[src/rtl/sprite_pkg.sv]
// sprite_pkg: shared definitions for the sprite pixel path.
//   facing_t      : facing codes carried in the top bits of the ROM address
//   TRANSPARENT   : ROM word that marks a see-through sprite pixel
//   palette       : RRGGBB constants used by the sprite artwork
//   anim_state_t  : per-sprite hop-animation state
package sprite_pkg;

   typedef enum logic [1:0] {
      FACE_UP    = 2'd0,
      FACE_DOWN  = 2'd1,
      FACE_LEFT  = 2'd2,
      FACE_RIGHT = 2'd3
   } facing_t;

   localparam logic [5:0] TRANSPARENT = 6'b000000;

   localparam logic [5:0] LIGHT_GREEN = 6'b001100;
   localparam logic [5:0] DARK_GREEN  = 6'b000100;
   localparam logic [5:0] ORANGE      = 6'b111000;
   localparam logic [5:0] EYE_WHITE   = 6'b111111;
   localparam logic [5:0] PUPIL       = 6'b000001;

   typedef enum logic {
      IDLE = 1'b0,
      HOP  = 1'b1
   } anim_state_t;

endpackage

[src/rtl/sprite_anim_fsm.sv]
// sprite_anim_fsm: hop-animation sequencer for one sprite.
// Ports:
//   clk        in   pixel clock
//   rst_n      in   synchronous active-low reset
//   frame_tick in   one-cycle pulse per video frame
//   en         in   sprite enable; low forces IDLE / frame 0 on the next edge
//   hop_start  in   one-cycle hop request, honoured only in IDLE
//   frame      out  current animation frame (0 in IDLE, 1..N_FRAMES-1 in HOP)
//   busy       out  high while in HOP (this is the exposed FSM state)
module sprite_anim_fsm
   import sprite_pkg::*;
#(
   parameter int N_FRAMES    = 4,
   parameter int FRAME_TICKS = 3,
   parameter int FRAME_W     = $clog2(N_FRAMES)
) (
   input  logic               clk,
   input  logic               rst_n,
   input  logic               frame_tick,
   input  logic               en,
   input  logic               hop_start,
   output logic [FRAME_W-1:0] frame,
   output logic               busy
);

   localparam int TICK_W = (FRAME_TICKS > 1) ? $clog2(FRAME_TICKS) : 1;
   localparam logic [TICK_W-1:0]  TICK_LAST  = TICK_W'(FRAME_TICKS - 1);
   localparam logic [FRAME_W-1:0] FRAME_LAST = FRAME_W'(N_FRAMES - 1);

   anim_state_t        state_q, state_d;
   logic [FRAME_W-1:0] frame_q, frame_d;
   logic [TICK_W-1:0]  tick_q,  tick_d;

   always_ff @(posedge clk) begin
      if (!rst_n) begin
         state_q <= IDLE;
         frame_q <= '0;
         tick_q  <= '0;
      end else begin
         state_q <= state_d;
         frame_q <= frame_d;
         tick_q  <= tick_d;
      end
   end

   always_comb begin
      state_d = state_q;
      frame_d = frame_q;
      tick_d  = tick_q;
      if (!en) begin
         state_d = IDLE;
         frame_d = '0;
         tick_d  = '0;
      end else begin
         case (state_q)
            IDLE: begin
               // A tick arriving with the start is deliberately not counted.
               if (hop_start) begin
                  state_d = HOP;
                  frame_d = FRAME_W'(1);
                  tick_d  = '0;
               end
            end
            HOP: begin
               // hop_start is ignored here: no retrigger mid-hop.
               if (frame_tick) begin
                  if (tick_q == TICK_LAST) begin
                     tick_d = '0;
                     if (frame_q == FRAME_LAST) begin
                        state_d = IDLE;
                        frame_d = '0;
                     end else begin
                        frame_d = frame_q + FRAME_W'(1);
                     end
                  end else begin
                     tick_d = tick_q + TICK_W'(1);
                  end
               end
            end
            default: begin
               state_d = IDLE;
               frame_d = '0;
               tick_d  = '0;
            end
         endcase
      end
   end

   assign frame = frame_q;
   assign busy  = (state_q == HOP);

endmodule

[src/rtl/sprite_anim_gen.sv]
// sprite_anim_gen: multi-sprite pixel generator.
// Ports:
//   clk, rst_n         pixel clock, synchronous active-low reset
//   frame_tick         one pulse per video frame, steps hop animations
//   col_pos, row_pos   raster position (10 bits each)
//   spr_x, spr_y       per-sprite top-left corner
//   spr_facing         per-sprite facing code (up/down/left/right)
//   spr_en             per-sprite enable
//   hop_start          per-sprite one-cycle hop request
//   hop_busy           per-sprite "in HOP" flag
//   rom_addr           {facing, frame, local_y, local_x} of the winning sprite
//   rom_data           sprite ROM word, one clock after rom_addr
//   pixel_color        sprite colour, 0 when pixel_valid is low
//   pixel_valid        an opaque sprite pixel is present
// Output semantics: pixel_valid/pixel_color form a valid-only stream with no
// back-pressure; one result per clock, two clocks after col_pos/row_pos. The
// display mux must accept every cycle and delays its background to match.
module sprite_anim_gen
   import sprite_pkg::*;
#(
   parameter  int N_SPRITES   = 4,
   parameter  int SPRITE_BITS = 5,
   parameter  int COLOR_W     = 6,
   parameter  int N_FRAMES    = 4,
   parameter  int FRAME_TICKS = 3,
   localparam int FRAME_W     = $clog2(N_FRAMES),
   localparam int ADDR_W      = 2 + FRAME_W + 2 * SPRITE_BITS
) (
   input  logic                       clk,
   input  logic                       rst_n,
   input  logic                       frame_tick,
   input  logic [9:0]                 col_pos,
   input  logic [9:0]                 row_pos,
   input  logic [N_SPRITES-1:0][9:0]  spr_x,
   input  logic [N_SPRITES-1:0][9:0]  spr_y,
   input  logic [N_SPRITES-1:0][1:0]  spr_facing,
   input  logic [N_SPRITES-1:0]       spr_en,
   input  logic [N_SPRITES-1:0]       hop_start,
   output logic [N_SPRITES-1:0]       hop_busy,
   output logic [ADDR_W-1:0]          rom_addr,
   input  logic [COLOR_W-1:0]         rom_data,
   output logic [COLOR_W-1:0]         pixel_color,
   output logic                       pixel_valid
);

   localparam int IDX_W = (N_SPRITES > 1) ? $clog2(N_SPRITES) : 1;
   localparam logic [10:0] SPR_SIZE = 11'(1 << SPRITE_BITS);

   logic [N_SPRITES-1:0][FRAME_W-1:0] frame_all;
   logic [N_SPRITES-1:0]              hit;

   // Per-sprite animation sequencers and bounding-box tests. Compares are
   // done at 11 bits so a sprite near column/row 1023 clips instead of
   // wrapping round to 0.
   for (genvar g = 0; g < N_SPRITES; g++) begin : g_spr
      logic [10:0] x_lo, y_lo, x_hi, y_hi, col_ext, row_ext;

      sprite_anim_fsm #(
         .N_FRAMES    (N_FRAMES),
         .FRAME_TICKS (FRAME_TICKS),
         .FRAME_W     (FRAME_W)
      ) u_fsm (
         .clk        (clk),
         .rst_n      (rst_n),
         .frame_tick (frame_tick),
         .en         (spr_en[g]),
         .hop_start  (hop_start[g]),
         .frame      (frame_all[g]),
         .busy       (hop_busy[g])
      );

      assign col_ext = {1'b0, col_pos};
      assign row_ext = {1'b0, row_pos};
      assign x_lo    = {1'b0, spr_x[g]};
      assign y_lo    = {1'b0, spr_y[g]};
      assign x_hi    = x_lo + SPR_SIZE;
      assign y_hi    = y_lo + SPR_SIZE;
      assign hit[g]  = spr_en[g] &&
                       (col_ext >= x_lo) && (col_ext < x_hi) &&
                       (row_ext >= y_lo) && (row_ext < y_hi);
   end

   // Priority encoder: scanning from the top down leaves the lowest-index
   // hit as the winner.
   logic [IDX_W-1:0] win_idx;
   logic             any_hit;

   always_comb begin
      win_idx = '0;
      any_hit = 1'b0;
      for (int i = N_SPRITES - 1; i >= 0; i--) begin
         if (hit[i]) begin
            win_idx = IDX_W'(i);
            any_hit = 1'b1;
         end
      end
   end

   logic [SPRITE_BITS-1:0] local_x, local_y;
   logic [ADDR_W-1:0]      addr_d;

   always_comb begin
      local_x = SPRITE_BITS'(col_pos - spr_x[win_idx]);
      local_y = SPRITE_BITS'(row_pos - spr_y[win_idx]);
      addr_d  = '0;
      if (any_hit) begin
         addr_d = {spr_facing[win_idx], frame_all[win_idx], local_y, local_x};
      end
   end

   // Stage 1: address to the ROM plus the hit flag that travels with it.
   logic hit_q;

   always_ff @(posedge clk) begin
      if (!rst_n) begin
         hit_q    <= 1'b0;
         rom_addr <= '0;
      end else begin
         hit_q    <= any_hit;
         rom_addr <= addr_d;
      end
   end

   // Stage 2: a transparent winner pixel stays invisible; lower-priority
   // sprites underneath are never fetched, so they cannot show through.
   logic opaque;

   assign opaque = hit_q && (rom_data != COLOR_W'(TRANSPARENT));

   always_ff @(posedge clk) begin
      if (!rst_n) begin
         pixel_valid <= 1'b0;
         pixel_color <= '0;
      end else begin
         pixel_valid <= opaque;
         pixel_color <= opaque ? rom_data : '0;
      end
   end

endmodule

[config.mk]
export PLATFORM = sky130hd
export DESIGN_NAME = sprite_anim_gen
export DESIGN_NICKNAME = d
export VERILOG_FILES = /design/src/rtl/sprite_pkg.sv /design/src/rtl/sprite_anim_fsm.sv /design/src/rtl/sprite_anim_gen.sv
export SDC_FILE = /design/constraint.sdc
export NUM_CORES = 1
export LEC_CHECK = 0
export CORE_MARGIN = 2
export CORE_UTILIZATION = 35
export DETAILED_ROUTE_END_ITERATION = 6
export SETUP_SLACK_MARGIN = 0.3
export SYNTH_ARGS = -nofsm -noshare
export SYNTH_HDL_FRONTEND = slang
export SYNTH_SLANG_ARGS = --single-unit
[constraint.sdc]
create_clock -name clk -period 10.4 [get_ports clk]
set_clock_uncertainty 0.05 [all_clocks]
set_input_delay 1.56 -clock clk [delete_from_list [all_inputs] [get_ports clk]]
set_output_delay 1.56 -clock clk [all_outputs]
set_load 0.01 [all_outputs]
==> out/qor.tcl <==
set qor(global_route_usage_over_all_layers) 0.185
set qor(synth_top_flop_cell) {sky130_fd_sc_hd__dfxtp_1}
set qor(finish.utilization) 0.471
set qor(placement.io_buffers) 149
set qor(worst_min_path_class) {flip-flop to flip-flop}
set qor(p_per_area_nw_per_um2) 79.9
set qor(placed_cells) 1087
set qor(synth_compound_area_frac) 0.193
set qor(finalWirelength_um) 16700
set qor(route.detailed.vias_per_inst) 5.15
set qor(die_x_um) 134
set qor(post_synthesis_sequential_area_ratio) 0.141
set qor(tritoncts.num_buffers) 5
set qor(cts_htree_levels) 2
set qor(place_congestion) 0.868
set qor(start_to_end_type_of_the_worst_setup_path) {input pin to flip-flop}
set qor(post-route-drc-count) 0
set qor(syn-cell-area_sq_um) 5960
set qor(clockBufferDepth) 2
set qor(final_max_slew_viol_count) 0
set qor(areaGrowthSynthToFinish_pct) 31.2
set qor(critPathLaunchType) {input pin}
set qor(avgSynthCellArea_sq_um) 8.20
set qor(report.final.hold_viol_count) 0
set qor(layout_cells_sized_above_1) 0.0320
set qor(nets) 1141
set qor(grt_start_max_net_pins) 17
set qor(syn-instance-count) 727
set qor(std_cell_rows) 47
set qor(place.detailed.hpwl_um) 14200
set qor(fin_total_pwr_mw) 0.624
set qor(tightestPinTransition_ns) 0.953
set qor(timing.rr.start) {g_spr[3].u_fsm.busy}
set qor(critPathBufInv) 1
set qor(max-slew-margin-rel) 0.365
set qor(post-route-period-util) 0.621
set qor(number_of_gates_resized_after_cts) 0
set qor(share_comb_of_total_power) 0.454
set qor(vdd_ir_drop_max_uv) 61.8
set qor(num_vias) 5643
set qor(cpLargestDelayFamily) {simple AND/OR/NAND/NOR gates}
set qor(peak_per_stage_delay_on_the_critical_path_ns) 0.80
set qor(clkSlewWorstSetupHoldPaths_ns) 0.06
set qor(fp.dieH_um) 134
set qor(netSwitchingPower_mw) 0.205
set qor(gr-total-overflow) 0
set qor(edff_count_synth) 0
set qor(mappedNetlistNets) 994
set qor(internal-power_mw) 0.420
set qor(tritoncts_num_sinks) 42
set qor(global_route_wire_length_before_repair_um) 27300
set qor(via_count_of_the_first_global_routing_pass) 5670
set qor(power.share.switching) 0.328
set qor(crit_start) {spr_y[27]}
set qor(power.static_leakage_nw) 3.45
set qor(clk_root_buffer_cell) {sky130_fd_sc_hd__clkbuf_16}
set qor(post_cts_buffers) 0
set qor(rsz0062_at_grt) {false}
set qor(layoutNonFillerInstCount) 1095
set qor(timing.critical_path.arrival_ns) 6.62
set qor(cts_tree) {done}
set qor(worstSkewPairLatency_ns) 0.28
set qor(critPathMaxFanout) 16
set qor(muxShareOfSynthArea) 0.0647
set qor(yosys_register_bits) 42
set qor(fmax_ghz) 0.155
set qor(ant_nets) 0
set qor(seq_power_share) 0.271
set qor(yosys.area_share.adder) 0.301
set qor(crit_path_cell_trace) {clkdlybuf4s50_1 > nand3_1 > xnor2_1 > ha_1 > nand2_1 > nor2_1 > a2111oi_2 > a21oi_1 > nand4b_1 > a21oi_4 > and2_1 > mux2_2 > ha_1 > nor2b_1 > o21ai_0 > nand2b_1 > xnor2_1 > or3_1 > a21oi_1}
set qor(hold_start) {g_spr[0].u_fsm.frame[1]}
set qor(setup-tns-final_ns) 0
set qor(yosys.area_share.simple) 0.186
set qor(layout_commonest_cell) {sky130_fd_sc_hd__clkdlybuf4s50_1}
set qor(hold-worst-slack_ns) 0.454
set qor(antenna_cells_inserted) 0
set qor(setup.worst_path.end_class) {flip-flop}
set qor(synth_top_family_by_area) {adder cells}
set qor(holdBufCountCts) 0
set qor(post_synth_num_cell_types) 66
set qor(initialDrtViolationCount) 236
set qor(finalCriticalPeriod_ns) 6.46
set qor(io_pins) 150
set qor(maxCapViolCount) 0
set qor(clkPwrFrac) 0.275
set qor(initial_utilization) 0.359
set qor(detail_route.first_pass.iterations) 4
set qor(final-setup-viol-count) 0
set qor(outcome) {finished, final reports clean}
set qor(filler_cell_count) 1675
set qor(cp.required_ns) 10.56
set qor(synth-warning-count) 0
set qor(critical-path-slowest-cell) {sky130_fd_sc_hd__and2_1}
set qor(core_region_area_sq_um) 16600
set qor(mostFrequentLayoutCells) {sky130_fd_sc_hd__clkdlybuf4s50_1 (149), sky130_fd_sc_hd__ha_1 (140), sky130_fd_sc_hd__inv_1 (95)}
set qor(synth-async-reset-ratio) 0
set qor(routed_wire_length_per_instance_um) 15.2
set qor(antenna_violations_before_repair) 0
set qor(post_synth_xor_area_fraction) 0.0412
set qor(design.die.area_sq_um) 18100
[path summary, 6_finish.rpt]
kind,end,cells past startpoint,slack [ns]
worst max-delay path,rom_addr[4],19,3.94
worst min-delay path,g_spr[0].u_fsm.frame[1],2,0.45
worst max register to register,g_spr[3].u_fsm.frame[1],4,9.13
worst min register to register,g_spr[0].u_fsm.frame[1],2,0.45
[registers in the layout (all words and copies together), names as in the netlist]
name                cells
rom_addr               14
g_spr.u_fsm.frame       8
g_spr.u_fsm.tick_q      8
pixel_color             6
g_spr.u_fsm.busy        4
hit_q                   1
pixel_valid             1
[stage by stage]
stage                     area [sq um]  setup slack, ns
after floorplan                   5960             5.00
after global placement            7660             3.75
after detailed placement          7660             3.64
after CTS                         7820             3.92
after global routing              7820             3.52
final                             7820             3.94
[cell usage after synthesis (all sizes together), types with 2 or more instances]
master | number | area [sq um]
o21bai | 4 | 30.0
xnor2 | 26 | 228
a21o | 6 | 45.0
and4 | 5 | 43.8
and3 | 11 | 68.8
nand2b | 15 | 93.8
a22oi | 5 | 37.5
nor3b | 6 | 45.0
or3 | 6 | 37.5
nand4 | 5 | 31.3
nand2 | 31 | 116
dfxtp | 42 | 841
xor2 | 2 | 17.5
mux2i | 34 | 340
a2111oi | 5 | 82.6
nor2 | 52 | 211
o31a | 3 | 28.8
o21a | 2 | 15.0
buf | 7 | 72.6
nand3 | 28 | 140
o2111ai | 5 | 50.0
nor3 | 16 | 91.3
fa | 2 | 40.0
nand3b | 3 | 22.5
a211o | 3 | 26.3
mux2 | 4 | 45.0
nor2b | 12 | 75.1
o211ai | 5 | 37.5
ha | 140 | 1750
a31oi | 4 | 25.0
nor4 | 2 | 27.5
inv | 95 | 357
o21ai | 37 | 185
a311oi | 5 | 43.8
o211a | 2 | 20.0
a211oi | 12 | 90.1
o41ai | 2 | 17.5
o31ai | 2 | 15.0
nand4b | 8 | 70.1
clkbuf | 3 | 11.3
a21oi | 50 | 273
o22ai | 7 | 43.8
[worst register-to-register path: stages, from the launching register on]
cell and delay, ns:
sky130_fd_sc_hd__dfxtp_1 0.46, sky130_fd_sc_hd__nand2_1 0.12, sky130_fd_sc_hd__nor3b_1 0.31, sky130_fd_sc_hd__nand3_1 0.13, sky130_fd_sc_hd__a21oi_1 0.13
[power by group through the flow]
stage          combinational (mW)  clock (mW)  sequential [mW]
2_1_floorplan               0.168           0            0.173
3_3_place_gp                0.282           0            0.173
3_5_place_dp                0.283           0            0.173
4_1_cts                     0.285       0.176            0.169
5_1_grt                     0.320       0.183            0.170
6_report                    0.283       0.172            0.169
[per-layer routing]
layer / GRT usage / vias to the layer above / part of all wire
met5: 0 / - / 0
met4: 0.0170 / 0 / 0.0015
met3: 0.0248 / 2 / 0.046
met2: 0.318 / 124 / 0.46
met1: 0.256 / 2568 / 0.49
li1: - / 2949 / -
[area by class of cell]
cell class,count,area (sq um),area share
Sequential cell,42,841,0.108
Timing Repair Buffer,150,1500,0.192
Clock inverter,1,30.0,0.00384
Multi-Input combinational cell,580,4680,0.599
Tap cell,220,275,0.0352
Inverter,95,357,0.0456
Clock buffer,7,133,0.0170
[cells by family after synthesis]
logic type,count (synthesis)
XOR/XNOR,28
buffers and inverters,105
multiplexers,38
AND/OR/NAND/NOR,204
AO/OA/AOI/OAI,168
adder cells (fa/ha/maj),142
flip-flops,42
No activity file was read; power rests on OpenSTA's default activity.
